## config.mk

```make
export PLATFORM = sky130hd
export DESIGN_NAME = fetch_stage
export DESIGN_NICKNAME = d
export VERILOG_FILES = /design/src/rtl/fetch_pkg.sv /design/src/rtl/if_id_reg.sv /design/src/rtl/fetch_stage.sv
export SDC_FILE = /design/constraint.sdc
export NUM_CORES = 1
export LEC_CHECK = 0
export ABC_AREA = 1
export CAP_MARGIN = 20
export CORE_MARGIN = 2
export CORE_UTILIZATION = 49
export DETAILED_ROUTE_END_ITERATION = 7
export PLACE_DENSITY = 0.8
export SYNTH_ARGS = -nofsm -noshare
export SYNTH_HDL_FRONTEND = slang
export SYNTH_SLANG_ARGS = --single-unit
```

## constraint.sdc

```tcl
create_clock -name clk -period 1.9 [get_ports clk]
set_input_delay 0.38 -clock clk [delete_from_list [all_inputs] [get_ports clk]]
set_output_delay 0.38 -clock clk [all_outputs]
set_load 0.01 [all_outputs]
```

## src/rtl/fetch_pkg.sv

```systemverilog
`default_nettype none
// ============================================================================
// Module      : fetch_pkg
// Description : Shared types and constants for the RV32I instruction-fetch
//               stage (FSM state encoding, NOP encoding, default width).
// Revision    : 1.0 - initial release
// ============================================================================
package fetch_pkg;

  // Default data/address width of the fetch path
  localparam int unsigned FETCH_WIDTH = 32;

  // addi x0, x0, 0 -- canonical RV32I NOP, used as the IF/ID bubble
  localparam logic [31:0] NOP_INSTR = 32'h0000_0013;

  // Fetch sequencer states
  typedef enum logic [1:0] {
    IDLE = 2'd0,  // first cycle after reset release
    REQ  = 2'd1,  // request presented, waiting for imem_ready
    WAIT = 2'd2,  // request accepted, waiting for imem_rvalid
    HOLD = 2'd3   // response parked in skid buffer while decode stalls
  } fetch_state_t;

endpackage : fetch_pkg
`default_nettype wire

```

## src/rtl/if_id_reg.sv

```systemverilog
`default_nettype none
// ============================================================================
// Module      : if_id_reg
// Description : IF/ID pipeline register. Priority: flush > load > stall-hold.
//               With none of these, the register turns into a bubble so that
//               an instruction already handed to decode is not issued twice.
// Revision    : 1.0 - initial release
// ============================================================================
module if_id_reg
  import fetch_pkg::*;
#(
  parameter int unsigned WIDTH = FETCH_WIDTH
) (
  input  logic             clk,
  input  logic             rst_n,
  input  logic             load,
  input  logic             stall,
  input  logic             flush,
  input  logic [WIDTH-1:0] instr_in,
  input  logic [WIDTH-1:0] pc_in,
  input  logic [WIDTH-1:0] pc_plus4_in,
  output logic [WIDTH-1:0] instr_d,
  output logic [WIDTH-1:0] pc_d,
  output logic [WIDTH-1:0] pc_plus4_d,
  output logic             valid_d
);

  localparam logic [WIDTH-1:0] NOP = WIDTH'(NOP_INSTR);

  // IF/ID contents; pc_d/pc_plus4_d are kept on flush/bubble (don't-care then)
  always_ff @(posedge clk or negedge rst_n) begin
    if (!rst_n) begin
      instr_d    <= NOP;
      pc_d       <= '0;
      pc_plus4_d <= '0;
      valid_d    <= 1'b0;
    end else if (flush || (!load && !stall)) begin
      instr_d <= NOP;
      valid_d <= 1'b0;
    end else if (load) begin
      instr_d    <= instr_in;
      pc_d       <= pc_in;
      pc_plus4_d <= pc_plus4_in;
      valid_d    <= 1'b1;
    end
  end

endmodule : if_id_reg
`default_nettype wire

```

## src/rtl/fetch_stage.sv

```systemverilog
`default_nettype none
// ============================================================================
// Module      : fetch_stage
// Description : RV32I instruction-fetch stage. Owns the PC, issues at most one
//               outstanding request to a variable-latency instruction memory,
//               parks a response in a skid buffer when decode stalls, and
//               handles redirects by flushing IF/ID and killing the in-flight
//               response.
// Revision    : 1.0 - initial release
// ============================================================================
module fetch_stage
  import fetch_pkg::*;
#(
  parameter int unsigned      WIDTH    = FETCH_WIDTH,
  parameter logic [WIDTH-1:0] RESET_PC = '0
) (
  input  logic             clk,
  input  logic             rst_n,
  output logic             imem_req,
  output logic [WIDTH-1:0] imem_addr,
  input  logic             imem_ready,
  input  logic             imem_rvalid,
  input  logic [WIDTH-1:0] imem_rdata,
  input  logic             stall,
  input  logic             pc_src,
  input  logic [WIDTH-1:0] pc_target,
  output logic [WIDTH-1:0] instr_d,
  output logic [WIDTH-1:0] pc_d,
  output logic [WIDTH-1:0] pc_plus4_d,
  output logic             valid_d
);

  fetch_state_t     state, state_next;
  logic [WIDTH-1:0] pc_f, pc_next;
  logic [WIDTH-1:0] pc_plus4_f;
  logic [WIDTH-1:0] target_aligned;
  logic             kill, kill_next;
  logic [WIDTH-1:0] skid_q;
  logic             skid_we;
  logic             ifid_load;
  logic             ifid_from_skid;
  logic [WIDTH-1:0] ifid_instr;
  logic             unused_target_lsbs;

  // Redirect targets are always word aligned; the two low bits are dropped
  assign target_aligned     = {pc_target[WIDTH-1:2], 2'b00};
  assign unused_target_lsbs = ^pc_target[1:0];
  assign pc_plus4_f         = pc_f + WIDTH'(4);

  // The request address is the fetch PC itself; it only moves in REQ on redirect
  assign imem_req   = (state == REQ);
  assign imem_addr  = pc_f;
  assign ifid_instr = ifid_from_skid ? skid_q : imem_rdata;

  // Sequencer state, fetch PC, kill flag and skid buffer
  always_ff @(posedge clk or negedge rst_n) begin
    if (!rst_n) begin
      state  <= IDLE;
      pc_f   <= RESET_PC;
      kill   <= 1'b0;
      skid_q <= '0;
    end else begin
      state <= state_next;
      pc_f  <= pc_next;
      kill  <= kill_next;
      if (skid_we) begin
        skid_q <= imem_rdata;
      end
    end
  end

  // Next-state, next-PC and IF/ID load decisions; redirect beats stall
  always_comb begin
    state_next     = state;
    pc_next        = pc_f;
    kill_next      = kill;
    skid_we        = 1'b0;
    ifid_load      = 1'b0;
    ifid_from_skid = 1'b0;
    case (state)
      IDLE: begin
        state_next = REQ;
      end
      REQ: begin
        if (pc_src) begin
          pc_next = target_aligned;
        end
        if (imem_ready) begin
          state_next = WAIT;
          // Request went out on the wrong path: its response must be dropped
          if (pc_src) begin
            kill_next = 1'b1;
          end
        end
      end
      WAIT: begin
        if (imem_rvalid) begin
          if (kill || pc_src) begin
            // Wrong-path data; on a killed response pc_f already holds the target
            kill_next  = 1'b0;
            state_next = REQ;
            if (pc_src) begin
              pc_next = target_aligned;
            end
          end else if (!stall || !valid_d) begin
            ifid_load  = 1'b1;
            pc_next    = pc_plus4_f;
            state_next = REQ;
          end else begin
            skid_we    = 1'b1;
            state_next = HOLD;
          end
        end else if (pc_src) begin
          kill_next = 1'b1;
          pc_next   = target_aligned;
        end
      end
      HOLD: begin
        if (pc_src) begin
          pc_next    = target_aligned;
          state_next = REQ;
        end else if (!stall) begin
          ifid_load      = 1'b1;
          ifid_from_skid = 1'b1;
          pc_next        = pc_plus4_f;
          state_next     = REQ;
        end
      end
      default: begin
        state_next = IDLE;
      end
    endcase
  end

  if_id_reg #(
    .WIDTH (WIDTH)
  ) u_if_id (
    .clk         (clk),
    .rst_n       (rst_n),
    .load        (ifid_load),
    .stall       (stall),
    .flush       (pc_src),
    .instr_in    (ifid_instr),
    .pc_in       (pc_f),
    .pc_plus4_in (pc_plus4_f),
    .instr_d     (instr_d),
    .pc_d        (pc_d),
    .pc_plus4_d  (pc_plus4_d),
    .valid_d     (valid_d)
  );

endmodule : fetch_stage
`default_nettype wire

```

* Word-level counts from Yosys, hierarchy flattened *
Index checks and enable logic that the tools add are counted.

cells by class
  multiply operators = 0
  add/sub/neg operators = 1
  div/mod/pow operators = 0
  multiplexer cells = 35
  shifts and indexed selects = 0
  bitwise gates (word level) = 1
  reductions and logical operators = 15
  order comparisons = 0
  eq/ne operators = 8

operators with widths
  kind                                                    count
  2-to-1 mux 32 bit                                       9
  case mux 32 bit (3 select lines)                        1
  adder 32 x 3 -> 32 bit (second input constant)          1
  2-to-1 mux 1 bit                                        16
  2-to-1 mux 2 bit                                        6
  AND reduction 3 bit                                     3
  case mux 2 bit (4 select lines)                         1
  inequality test 3 bit (second input constant)           2
  == test 2 bit (second input constant)                   2
  inequality test 4 bit (second input constant)           1
  case mux 1 bit (2 select lines)                         2
  nonzero test 2 bit                                      2
  logical NOT 1 bit                                       3
  logical OR 1 bit                                        3
  nonzero test 3 bit                                      1
  == test 2 x 1 -> 1 bit (second input constant)          1
  logical NOT 2 bit                                       1
  inequality test 2 x 1 -> 1 bit (second input constant)  1
  inequality test 2 bit (second input constant)           1
  AND reduction 2 bit                                     1
  logical AND 1 bit                                       1
  NOT 1 bit                                               1

storage, ports and cells
  memory bits (read-only) = 0
  input bits = 70
  RAM bits = 0
  register bits after elaboration = 164
  output and inout bits = 130
  memories = 0
  word-level logic and storage cells = 68
  bits in latches = 0

* Depth between registers and ports, before layout *
  depth in word-level cells = 11
  depth in mapped cells = 13
  depth with buffers taken out = 10

* Cells and area by module *
From an unflattened synthesis, not the netlist that was laid out.

unflattened totals
  cells, all modules = 1120
  area total of the unflattened synthesis = 8400.6 um^2

by module, submodules not included
  module       area each (um^2)  cells each  times used  seq. area each (um^2)
  fetch_stage  4574.4            695         1           1676.6
  if_id_reg    3826.2            425         1           2431.1

* Least setup slack after synthesis *
No wires, ideal clock.

  path type = register to register
  from = register state[0]
  to = register u_if_id.instr_d[20]
  path buffers = 2
  cell stages (with the launch flop) = 13
  clock period less this slack = 1.626 ns
  path slack = 0.274 ns
  setup time = 0.129 ns
  required time = 1.771 ns
  data arrival time = 1.497 ns
  path through = dfrtp_1 > ha_1 > inv_1 > nor2_4 > nand2_4 > nand2_4 > inv_4 > nand2_4 > inv_2 > buf_6 > buf_6 > nand2_1 > o21ai_1

on the way
  word-level cells in the longest chain between the ends = 6
  elaborated cells on any way between the ends = 11
  classes of those cells = eq/ne: 2; mux: 5; reduce/logical: 4

ends and longest elaborated chain
  item                                                            line               text
  start: declaration                                              fetch_stage.sv:33  fetch_state_t state, state_next;
  start signal: assignment                                        fetch_stage.sv:63  state <= state_next;
  == test 2 bit                                                   fetch_stage.sv:80  case (state)
  case mux 1 bit (2 select lines)                                 fetch_stage.sv:80
  logical NOT 1 bit                                               if_id_reg.sv:37    end else if (flush || (!load && !stall)) begin
  logical AND 1 bit                                               if_id_reg.sv:37
  logical OR 1 bit                                                if_id_reg.sv:37
  2-to-1 mux 32 bit / nonzero test 2 bit (equally long branches)  --
  end signal: assignment                                          if_id_reg.sv:41    instr_d <= instr_in;
  end: declaration                                                if_id_reg.sv:22    output logic [WIDTH-1:0] instr_d,

Several ways; a longest one is shown, not always the timed one. The select of a mux whose other input is x is not followed.
A chain may end at the register's enable or synchronous reset.

* Final worst setup path *
  from = register pc_f[17] (netlist: imem_addr[17])
  to = output port imem_addr[17]

RTL lines
  item                      line               text
  start: declaration        fetch_stage.sv:34  logic [WIDTH-1:0] pc_f, pc_next;
  start signal: assignment  fetch_stage.sv:64  pc_f <= pc_next;
  end: declaration          fetch_stage.sv:20  output logic [WIDTH-1:0] imem_addr,

No word-level cell between the ends.

==> metrics.cfg <==
[flow_run]
max_cap_viol_count=0

[clock_tree]
cts-buffers-inserted=17
clk_latency_ns=0.42
cts-root-buf=clkbuf_16
cts.path.max_buffers=2
cts_tree=done
cts.clk_slew.worst_paths_ns=0.07
cts_sinks=162
cts_htree_levels=4

[die]
boundaryPins=200
fp.dieW_um=130
std_cell_rows=46
coreArea_mm2=0.0158
die_h_um=130
die_area_mm2=0.0170
start_util_pct=49.7

[global_route]
grt_usage_pct=26.9
grt_use_met1_pct=36.6
grt_pass1_vias=7198
met3_usage_pct=5.94
grt_first_pass_wirelength_um=35500
antenna_found_initial=0
top_usage_layer=met2
grt_start_max_net_pins=64
grt-ovfl-total=0
grtUsageMet2_pct=43.3

[yosys]
synth_seq_cells=162
ys_types=33
yosysWarningCount=0
synth-seq-area-share_pct=51.8
synth_area_mm2=0.00783
syn_nets=1092
synthCells=1016
syn_area_per_cell_um2=7.71

[detailed_routing]
wl_per_cell_um=15.5
drt-initial-drc-count=470
routed-via-count=7545
via_per_inst=5.14
drtPass1Iterations=5
drt-total-wl_um=22800
remaining_drc_errors=0
drtAntennaViolNets=0

[timing]
worst_slew_pin_slew_ns=0.558
setup_violations=0
max_freq_mhz=540
final.setup_skew_ns=0.00700
timing.slew.headroom_pct=62.8
fin_crit_ns=1.85
finalCritPeriodShare_pct=97.4
fin_setup_tns_ns=0
hold_viol_final=0
drv_slew=0

[critical_path]
start_kind=register
critPathRequiredTime_ns=1.52
crit_path_top_delay_cell=clkdlybuf4s50_1
crit_family=buffers and inverters
cp_cell_sequence=buf_4 > clkdlybuf4s50_1
slowest_delay_ns=0.53
critPathKind=reg -> out
crit_path_end_kind=primary output
cp.buffers_inverters=2
worstPathMaxFanout=5
worstPathArrival_ns=1.47

[placement]
routabilityCongestion=0.914
dpl_cell_area_mm2=0.0104
io_buffers=197
hpwl_um=16000

[hold_path]
hp-class=in -> async

[power_and_ir_drop]
total_power_uw=15100
ir_worst_vdd_mv=0.859
power_leakage_uw=0.00538
cellPowerDensity_mw_per_mm2=1360

[layout]
num_antenna_cells=0
layout-drive-gt1-share_pct=9.58
syn_to_final_growth_pct=41.4
final_area_mm2=0.0111
utilization_pct=70.2
nets=1315

[run_status]
status=completed

-- registers in the layout, indices dropped and copies added, names as in the netlist --
signal / flops
u_if_id.instr_d: 32
u_if_id.pc_plus4_d: 30
u_if_id.pc_d: 32
imem_addr: 32
u_if_id.valid_d: 1
state: 2
kill: 1
skid_q: 32
-- per-stage QoR --
stage	instances	setup slack [ns]	hold WS, ns
after floorplan	1016	0.274	0.0844
after global placement	1434	-0.229	0.371
after detailed placement	1434	-0.262	0.374
after CTS	1467	0.00353	0.481
after global routing	1468	-0.000335	0.504
final	1468	0.0486	0.472
-- layer usage --
metal	up-vias	routed length (µm)	part of all wire (%)
li1	3674	-	-
met1	3560	9980	44
met2	274	10700	47
met3	37	1700	7.5
met4	0	368	1.6
met5	-	0	0
-- synthesized netlist by cell type, drive strengths merged --
cell | count | area (µm²)
inv | 86 | 328
nand4 | 3 | 25.0
dfstp | 3 | 78.8
mux2 | 1 | 11.3
ha | 6 | 75.1
nand2 | 381 | 1470
xor2 | 6 | 52.6
a31oi | 2 | 12.5
nand3 | 57 | 290
clkbuf | 19 | 71.3
nor2 | 93 | 369
a21oi | 20 | 104
dfrtp | 159 | 3980
o21ai | 136 | 681
mux2i | 1 | 10.0
o22ai | 6 | 37.5
o21bai | 3 | 22.5
a21boi | 4 | 30.0
buf | 27 | 169
o211ai | 3 | 22.5
-- power breakdown --
group	internal (µW)	total (µW)	switching (µW)
Combinational	3030	6130	3110
Sequential	4500	5400	906
Clock	2110	3520	1410
-- cell usage in the layout (no fill, tap or decap), types with 6 or more instances in the layout --
| cell | synthesis | layout |
|---|---|---|
| a21oi_1 | 19 | 18 |
| buf_12 | 0 | 14 |
| buf_4 | 4 | 37 |
| clkbuf_16 | 0 | 18 |
| clkdlybuf4s50_1 | 0 | 189 |
| dfrtp_1 | 159 | 154 |
| inv_1 | 79 | 78 |
| nand2_1 | 375 | 374 |
| nand3_1 | 56 | 55 |
| nor2_1 | 89 | 86 |
| o21ai_0 | 116 | 115 |
| o21ai_1 | 20 | 21 |
| o22ai_1 | 6 | 6 |
| xor2_1 | 6 | 6 |
-- worst reg2reg max path, cell delays in order (launching register included) --
cell	delay, ns
dfrtp_2	0.44
ha_2	0.22
inv_2	0.07
nor2_4	0.05
buf_4	0.16
nand2_4	0.07
nand2_4	0.07
inv_4	0.11
nand2_4	0.06
inv_2	0.11
buf_12	0.16
nand2_1	0.07
o21ai_1	0.11
-- cells by family after synthesis --
logic type,count (synthesis),synth area share [%]
buffers and inverters,132,7.25
xor gates and xnor gates,6,0.671
muxes,2,0.272
adders and majority gates,6,0.958
AOI/OAI and AO/OA,174,11.6
and+or+nand+nor,534,27.4
DFF,162,51.8
-- final timing paths --
kind                             startpoint                   to  slack [ns]  cells past startpoint
setup reg to reg                   state[0]  u_if_id.instr_d[30]        0.13                     12
hold reg to reg            u_if_id.pc_d[14]     u_if_id.pc_d[14]        0.47                      2
max in group asynchronous             rst_n   u_if_id.instr_d[4]        0.74                      3
hold / removal                        rst_n  u_if_id.instr_d[17]        0.47                      2
setup / recovery              imem_addr[17]        imem_addr[17]        0.05                      2
min in group clk           u_if_id.pc_d[14]     u_if_id.pc_d[14]        0.47                      2
-- area by class of cell --
cell class / count / area (µm²)
inverter: 86 / 330
multi-input combinational: 722 / 3240
sequential: 162 / 4060
tap: 216 / 270
fill: 1295 / 4690
timing repair buffer: 250 / 2570
clock buffer: 20 / 447
clock inverter: 12 / 155
-- timing repair --
| item | in CTS | in global routing |
|---|---|---|
| resized for setup | 3 | 18 |
| buffers inserted | 0 | 0 |
| gates cloned | 0 | 1 |
| hold buffers | 1 | 0 |
| setup endpoints to repair | 3 | 76 |
| pin swaps | 0 | 0 |
| hold endpoints to repair | 43 | 0 |
(Power assumes the default switching activity.)
